===== src/rtl/fetch_ctrl.sv =====
// Instruction fetch controller: one outstanding bus request feeding a one-entry output slot.
// Optional misaligned-PC fault detection is enabled by defining FETCH_MISALIGN_CHECK_EN.
module fetch_ctrl (
  input  logic        clk,
  input  logic        reset,
  output logic        ireq_valid,
  output logic [63:0] ireq_addr,
  input  logic        iresp_data_ok,
  input  logic [31:0] iresp_data,
  input  logic        stall,
  input  logic        redirect_valid,
  input  logic [63:0] redirect_pc,
  output logic        out_valid,
  output logic [63:0] out_pc,
  output logic [31:0] out_instr,
  output logic        out_misalign
);

  localparam logic [63:0] RESET_PC = 64'h0000_0000_8000_0000;

  typedef enum logic [1:0] {
    IDLE  = 2'd0,
    REQ   = 2'd1,
    DRAIN = 2'd2,
    FAULT = 2'd3
  } fetchState_t;

  fetchState_t state, nextState;

  logic [63:0] pc;
  logic [63:0] reqAddr;
  logic        outValid;
  logic [63:0] outPc;
  logic [31:0] outInstr;
  logic        consume;
  logic        slotFree;
  logic        launch;
  logic        loadData;
  logic        loadFault;

  assign consume  = outValid & ~stall;
  assign slotFree = ~outValid | consume;

  // Next-state and per-cycle load decisions; a redirect always wins over launch and slot load.
  always_comb begin
    nextState = state;
    launch    = 1'b0;
    loadData  = 1'b0;
    loadFault = 1'b0;
    case (state)
      IDLE: begin
        if (!redirect_valid && slotFree) begin
`ifdef FETCH_MISALIGN_CHECK_EN
          if (pc[1:0] != 2'b00) begin
            loadFault = 1'b1;
            nextState = FAULT;
          end else begin
            launch    = 1'b1;
            nextState = REQ;
          end
`else
          launch    = 1'b1;
          nextState = REQ;
`endif
        end
      end
      REQ: begin
        if (iresp_data_ok) begin
          loadData  = ~redirect_valid;
          nextState = IDLE;
        end else if (redirect_valid) begin
          nextState = DRAIN;
        end
      end
      DRAIN: begin
        // The stale response must be swallowed before a new request may go out.
        if (iresp_data_ok) begin
          nextState = IDLE;
        end
      end
      FAULT: begin
        if (redirect_valid) begin
          nextState = IDLE;
        end
      end
      default: nextState = IDLE;
    endcase
  end

  // State register, PC, request address and output slot.
  always_ff @(posedge clk) begin
    if (reset) begin
      state    <= IDLE;
      pc       <= RESET_PC;
      reqAddr  <= 64'd0;
      outValid <= 1'b0;
      outPc    <= 64'd0;
      outInstr <= 32'd0;
    end else begin
      state <= nextState;
      if (launch) begin
        reqAddr <= pc;
      end
      if (redirect_valid) begin
        pc <= redirect_pc;
      end else if (loadData) begin
        pc <= pc + 64'd4;
      end
      if (redirect_valid) begin
        outValid <= 1'b0;
      end else if (loadData) begin
        outValid <= 1'b1;
        outPc    <= reqAddr;
        outInstr <= iresp_data;
      end else if (loadFault) begin
        outValid <= 1'b1;
        outPc    <= pc;
        outInstr <= 32'd0;
      end else if (consume) begin
        outValid <= 1'b0;
      end
    end
  end

`ifdef FETCH_MISALIGN_CHECK_EN
  logic outMisalign;

  always_ff @(posedge clk) begin
    if (reset) begin
      outMisalign <= 1'b0;
    end else if (!redirect_valid && loadData) begin
      outMisalign <= 1'b0;
    end else if (!redirect_valid && loadFault) begin
      outMisalign <= 1'b1;
    end
  end

  assign out_misalign = outMisalign;
`else
  assign out_misalign = 1'b0;
`endif

  assign ireq_valid = (state == REQ) || (state == DRAIN);
  assign ireq_addr  = reqAddr;
  assign out_valid  = outValid;
  assign out_pc     = outPc;
  assign out_instr  = outInstr;

endmodule


===== config.mk =====
export PLATFORM = sky130hd
export DESIGN_NAME = fetch_ctrl
export DESIGN_NICKNAME = d
export VERILOG_FILES = /design/src/rtl/fetch_ctrl.sv
export SDC_FILE = /design/constraint.sdc
export NUM_CORES = 1
export LEC_CHECK = 0
export CORE_MARGIN = 1
export CORE_UTILIZATION = 48
export DETAILED_ROUTE_END_ITERATION = 10
export PLACE_DENSITY = 0.8
export SLEW_MARGIN = 5
export SYNTH_ARGS = -nofsm -noshare
export SYNTH_HDL_FRONTEND = slang
export SYNTH_SLANG_ARGS = --single-unit

===== constraint.sdc =====
create_clock -name clk -period 3.1 [get_ports clk]
set_input_delay 0.62 -clock clk [delete_from_list [all_inputs] [get_ports clk]]
set_output_delay 0.62 -clock clk [all_outputs]
set_load 0.05 [all_outputs]

* Yosys cells after proc, flatten, opt, wreduce, memory -nomap -nowiden
Cells that the tools add are included. Widths: inputs -> output; s select.
Word-level totals: register bits after elaboration 227, output and inout port bits 163, logic and storage cells 42
Operators by class: $add $sub $neg 1, equal/unequal tests 7, mux-type cells 14, bitwise gates (word level) 5, reductions and logical operators 9
Operator list (count):
- $mux 64 | 2
- $add 64x3->64 const B | 1
- $mux 2 | 5
- $pmux 2 s4 | 1
- $mux 1 | 6
- $ne 2x2->1 const B | 3
- $eq 2x2->1 const B | 2
- $reduce_and 4->1 | 1
- $reduce_bool 2->1 | 2
- $ne 3x3->1 const B | 1
- $not 1->1 | 3
- $eq 2x1->1 const B | 1
- $logic_not 2->1 | 1
- $reduce_and 2->1 | 1
- $reduce_or 2->1 | 1
- $and 1x1->1 | 1
- $logic_and 1x1->1 | 1
- $logic_not 1->1 | 1
- $logic_or 1x1->1 | 1
- $or 1x1->1 | 1

* Longest topological paths before layout
depth after elaboration 6, depth in mapped cells 9, mapped depth without buffers 7

* Worst setup path after synthesis
OpenSTA, ideal clock, no wires.
path type input to register, from input redirect_valid, to register pc[61], library setup time 0.062 ns, arrival 2.249 ns, slack 0.789 ns, stages 7, path buffers 2, cell sequence buf_6 > nand3b_1 > buf_6 > or2_2 > or3_1 > or4_1 > nand3_1
Between the ends: cells in the longest elaborated chain, start to end 4, elaborated cells on any way between the ends 5, those cells by class 3 x mux; 1 x bitwise; 1 x reduce/logical
RTL lines:
- start: declaration | line 11 | input logic redirect_valid,
- $not 1->1 (no line)
- $mux 1 | line 68 | if (iresp_data_ok) begin
- $mux 1 | line 50 | case (state)
- $reduce_bool 2->1 (no line)
- end signal: assignment | line 105 | pc <= redirect_pc;
- end signal: assignment | line 107 | pc <= pc + 64'd4;
- end: declaration | line 30 | logic [63:0] pc;
Several ways; a longest one is shown, not always the timed one. A chain may end at the register's enable or synchronous reset.

* Final worst setup path
from register state[0], to output ireq_valid
Between the ends: cells in the longest elaborated chain, start to end 2, elaborated cells on any way between the ends 3, those cells by class 2 x eq/ne; 1 x reduce/logical
RTL lines:
- start: declaration | line 28 | fetchState_t state, nextState;
- start signal: assignment | line 100 | state <= nextState;
- $eq 2x1->1 / $eq 2x2->1 (equally long branches) | line 143 | assign ireq_valid = (state == REQ) || (state == DRAIN);
- $logic_or 1x1->1 (*) | line 143
- end: declaration | line 6 | output logic ireq_valid,
Every way passes the cells marked *; elsewhere a longest branch is shown, timed or not.

==> flow_metrics.env <==
export IMPL_status="complete, no violations"
export IMPL_worstHoldStart="out_pc[55]"
export IMPL_slowest_stage="clkdlybuf4s50_1"
export IMPL_ioPinCount=264
export IMPL_maxCapViolations=0
export IMPL_place_area_um2=12300
export IMPL_grt_pass1_vias=8680
export IMPL_synthCells=1212
export IMPL_tritoncts="yes"
export IMPL_htreeDepth=1
export IMPL_wl_met3_mm=2.37
export IMPL_grt_pass1_wl_mm=43.2
export IMPL_pre_cts_ws_ns=0.189
export IMPL_fin_util_pct=67.3
export IMPL_crit_chain="inv_1 -> ha_1 -> clkdlybuf4s50_1"
export IMPL_period_needed_ns=2.84
export IMPL_hold_depth=2
export IMPL_required_ns=2.48
export IMPL_synth_edf_count=0
export IMPL_dpl_cell_count=1673
export IMPL_yosys_top_cells_area="dfxtp_1 48%, nand2_1 14%, a21oi_1 8.9%"
export IMPL_postCtsResizedCells=0
export IMPL_p_per_area_nw_per_um2=538
export IMPL_cts_buffers=24
export IMPL_worst_ep_arrival_time_ns=2.22
export IMPL_cpPeakStageDelay_ns=0.87
export IMPL_postRouteAntennaNets=0
export IMPL_cts_sinks=227
export IMPL_synth_net_count=1319
export IMPL_wirelength_mm=27.8
export IMPL_ys_ff_latch=227
export IMPL_cts_root_buffer_cell="clkbuf_16"
export IMPL_final_nets=1541
export IMPL_cp_start_kind="register"
export IMPL_die_y_um=143
export IMPL_fin_worst_skew_ns=0.0149
export IMPL_rsz0062_at_grt="no"
export IMPL_worst_slack_ns=0.264
export IMPL_worst_pin_slew_ns=0.795
export IMPL_final_area_um2=13100
export IMPL_post_route_period_util_pct=91.5
export IMPL_final_max_slew_violation_count=0
export IMPL_grt_max_degree=81
export IMPL_setup_violations_final=0
export IMPL_path_clk_slew_ns=0.07
export IMPL_fin_cells=1713
export IMPL_hpwl_mm=18.9
export IMPL_netlist_area_leader_share_pct=47.8
export IMPL_initial_utilization_pct=48.8
export IMPL_synth_cell_types=53
export IMPL_avgSynthCellArea_um2=7.84
export IMPL_hold_class="reg2reg"
export IMPL_postCtsHoldBufs=0
export IMPL_wl_per_cell_um=16.2
export IMPL_slew_headroom_pct=46.5
export IMPL_r2r_end="pc[32]"
export IMPL_critPathKind="reg2out"
export IMPL_met1_length_mm=11.4
export IMPL_rr_startpoint="state[1]"
export IMPL_die_area_um2=20400
export IMPL_clock_latency_ns=0.52
export IMPL_ff2ff_setup_slack_ns=0.68
export IMPL_cp_max_fo=4
export IMPL_ir_drop_v=0.000415
export IMPL_die_w_um=143
export IMPL_synth_warnings=0
export IMPL_routed_via_density=5.51
export IMPL_rr_worst_depth=7
export IMPL_route_detailed_drc=0
export IMPL_via_count=9447
export IMPL_drive_above_1_share_pct=5.39
export IMPL_ys_seq_area_share_pct=47.8
export IMPL_holdPathEnd="out_pc[55]"
export IMPL_antenna_found_initial=0
export IMPL_async_flop_share_pct=0
export IMPL_synth_largest_area_cell="dfxtp_1"
export IMPL_core_rowCount=51
export IMPL_hold_violations=0
export IMPL_yosys_most_used_dff="dfxtp_1"
export IMPL_io_buffer_count=262
export IMPL_netlist_area_um2=9510
export IMPL_postCtsSetupBuffers=0
export IMPL_area_growth_pct=37.8
export IMPL_drt_iter0_markers=615
export IMPL_drt_pass1_iter_count=5
export IMPL_routed_top_layer="met4"
export IMPL_clock_fmax_mhz=353
export IMPL_wl_met2_mm=13.3
export IMPL_finalSetupTns_ns=0
export IMPL_antenna_cells=0
export IMPL_grt_overflow_total=0
export IMPL_grt_usage_pct=26.3
export IMPL_power_leakage_uw=0.00439
export IMPL_core_area_um2=19500
export IMPL_cts_buffer_depth=3
export IMPL_cp_end_kind="output port"
export IMPL_place_gp_congestion=0.885
[kinds of logic after synthesis]
group | count (synthesis) | share of synthesized area [%]
other | 1 | 0.0394
DFF | 227 | 47.8
xor gates and xnor gates | 33 | 3.04
adders and majority gates | 6 | 0.790
AOI/OAI and AO/OA | 251 | 15.6
buffers and inverters | 106 | 4.63
muxes | 7 | 0.763
and+or+nand+nor | 581 | 27.3
[report_power, final]
part	total [uW]	switching (uW)	internal (uW)
sequential	3170	133	3040
clock	2920	1140	1790
combinational	947	589	358
total	7040	1860	5180
[synth_stat cells, types with 5 or more instances]
master,n
nor2_1,64
buf_1,12
o31ai_1,7
xnor2_1,12
a21oi_1,170
a211oi_1,29
clkbuf_1,68
nand2_1,362
or4_1,10
nand3_1,30
nor3_1,10
and3_1,14
inv_1,16
nor4_1,18
nand4_1,34
mux2i_1,5
ha_1,6
xor2_1,21
a311oi_1,13
or3_1,12
o21ai_0,10
nand2b_1,5
dfxtp_1,227
[critical path, delay by kind of cell (launching register included)]
kind | cells | cell delay [ns]
adders and majority gates | 1 | 0.34
buffers and inverters | 2 | 0.97
DFF | 1 | 0.38
[worst max-delay path by stage]
stage                    from         end  slack (ns)  depth (start not counted)
6_report             state[0]  ireq_valid        0.26                          3
5_1_grt              state[1]  ireq_valid        0.21                          3
4_1_cts              state[0]  ireq_valid        0.27                          3
3_5_place_dp    iresp_data_ok      pc[32]        0.19                          6
3_3_place_gp    iresp_data_ok      pc[20]        0.24                          7
2_1_floorplan  redirect_valid      pc[61]        0.79                          7
[layout by cell type (no fill, tap or decap), drive strengths merged, types with 12 or more instances in the layout]
| cell | n |
|---|---|
| a211oi | 29 |
| a21oi | 170 |
| a311oi | 13 |
| and3 | 14 |
| buf | 26 |
| clkbuf | 34 |
| clkdlybuf4s50 | 260 |
| dfxtp | 227 |
| inv | 16 |
| nand2 | 362 |
| nand3 | 31 |
| nand4 | 36 |
| nor2 | 64 |
| nor3 | 12 |
| nor4 | 19 |
| or3 | 12 |
| xnor2 | 12 |
| xor2 | 21 |
[state kept, by name, indices dropped and copies added, names as in the netlist]
register / cells
pc: 64
ireq_addr: 64
out_pc: 64
out_valid: 1
out_instr: 32
state: 2
[final cells by class]
cell class	count	area (um2)
Clock buffer	34	689
Clock inverter	6	108
Fill cell	1614	6360
Inverter	16	60.1
Multi-Input combinational cell	879	4540
Sequential cell	227	4540
Tap cell	265	332
Timing Repair Buffer	286	2820
[per-stage QoR]
step	power, uW	hold WS (ns)
final	7040	0.452
after global routing	7310	0.468
after CTS	7090	0.451
after detailed placement	4180	0.443
after global placement	4160	0.440
after floorplan	3790	0.431
[metal layers]
| metal | vias up | track usage [%] |
|---|---|---|
| li1 | 4598 | - |
| met1 | 4452 | 32.7 |
| met2 | 340 | 44.8 |
| met3 | 57 | 5.97 |
| met4 | 0 | 8.49 |
| met5 | - | 0 |
No activity file was read; power rests on OpenSTA's default activity.
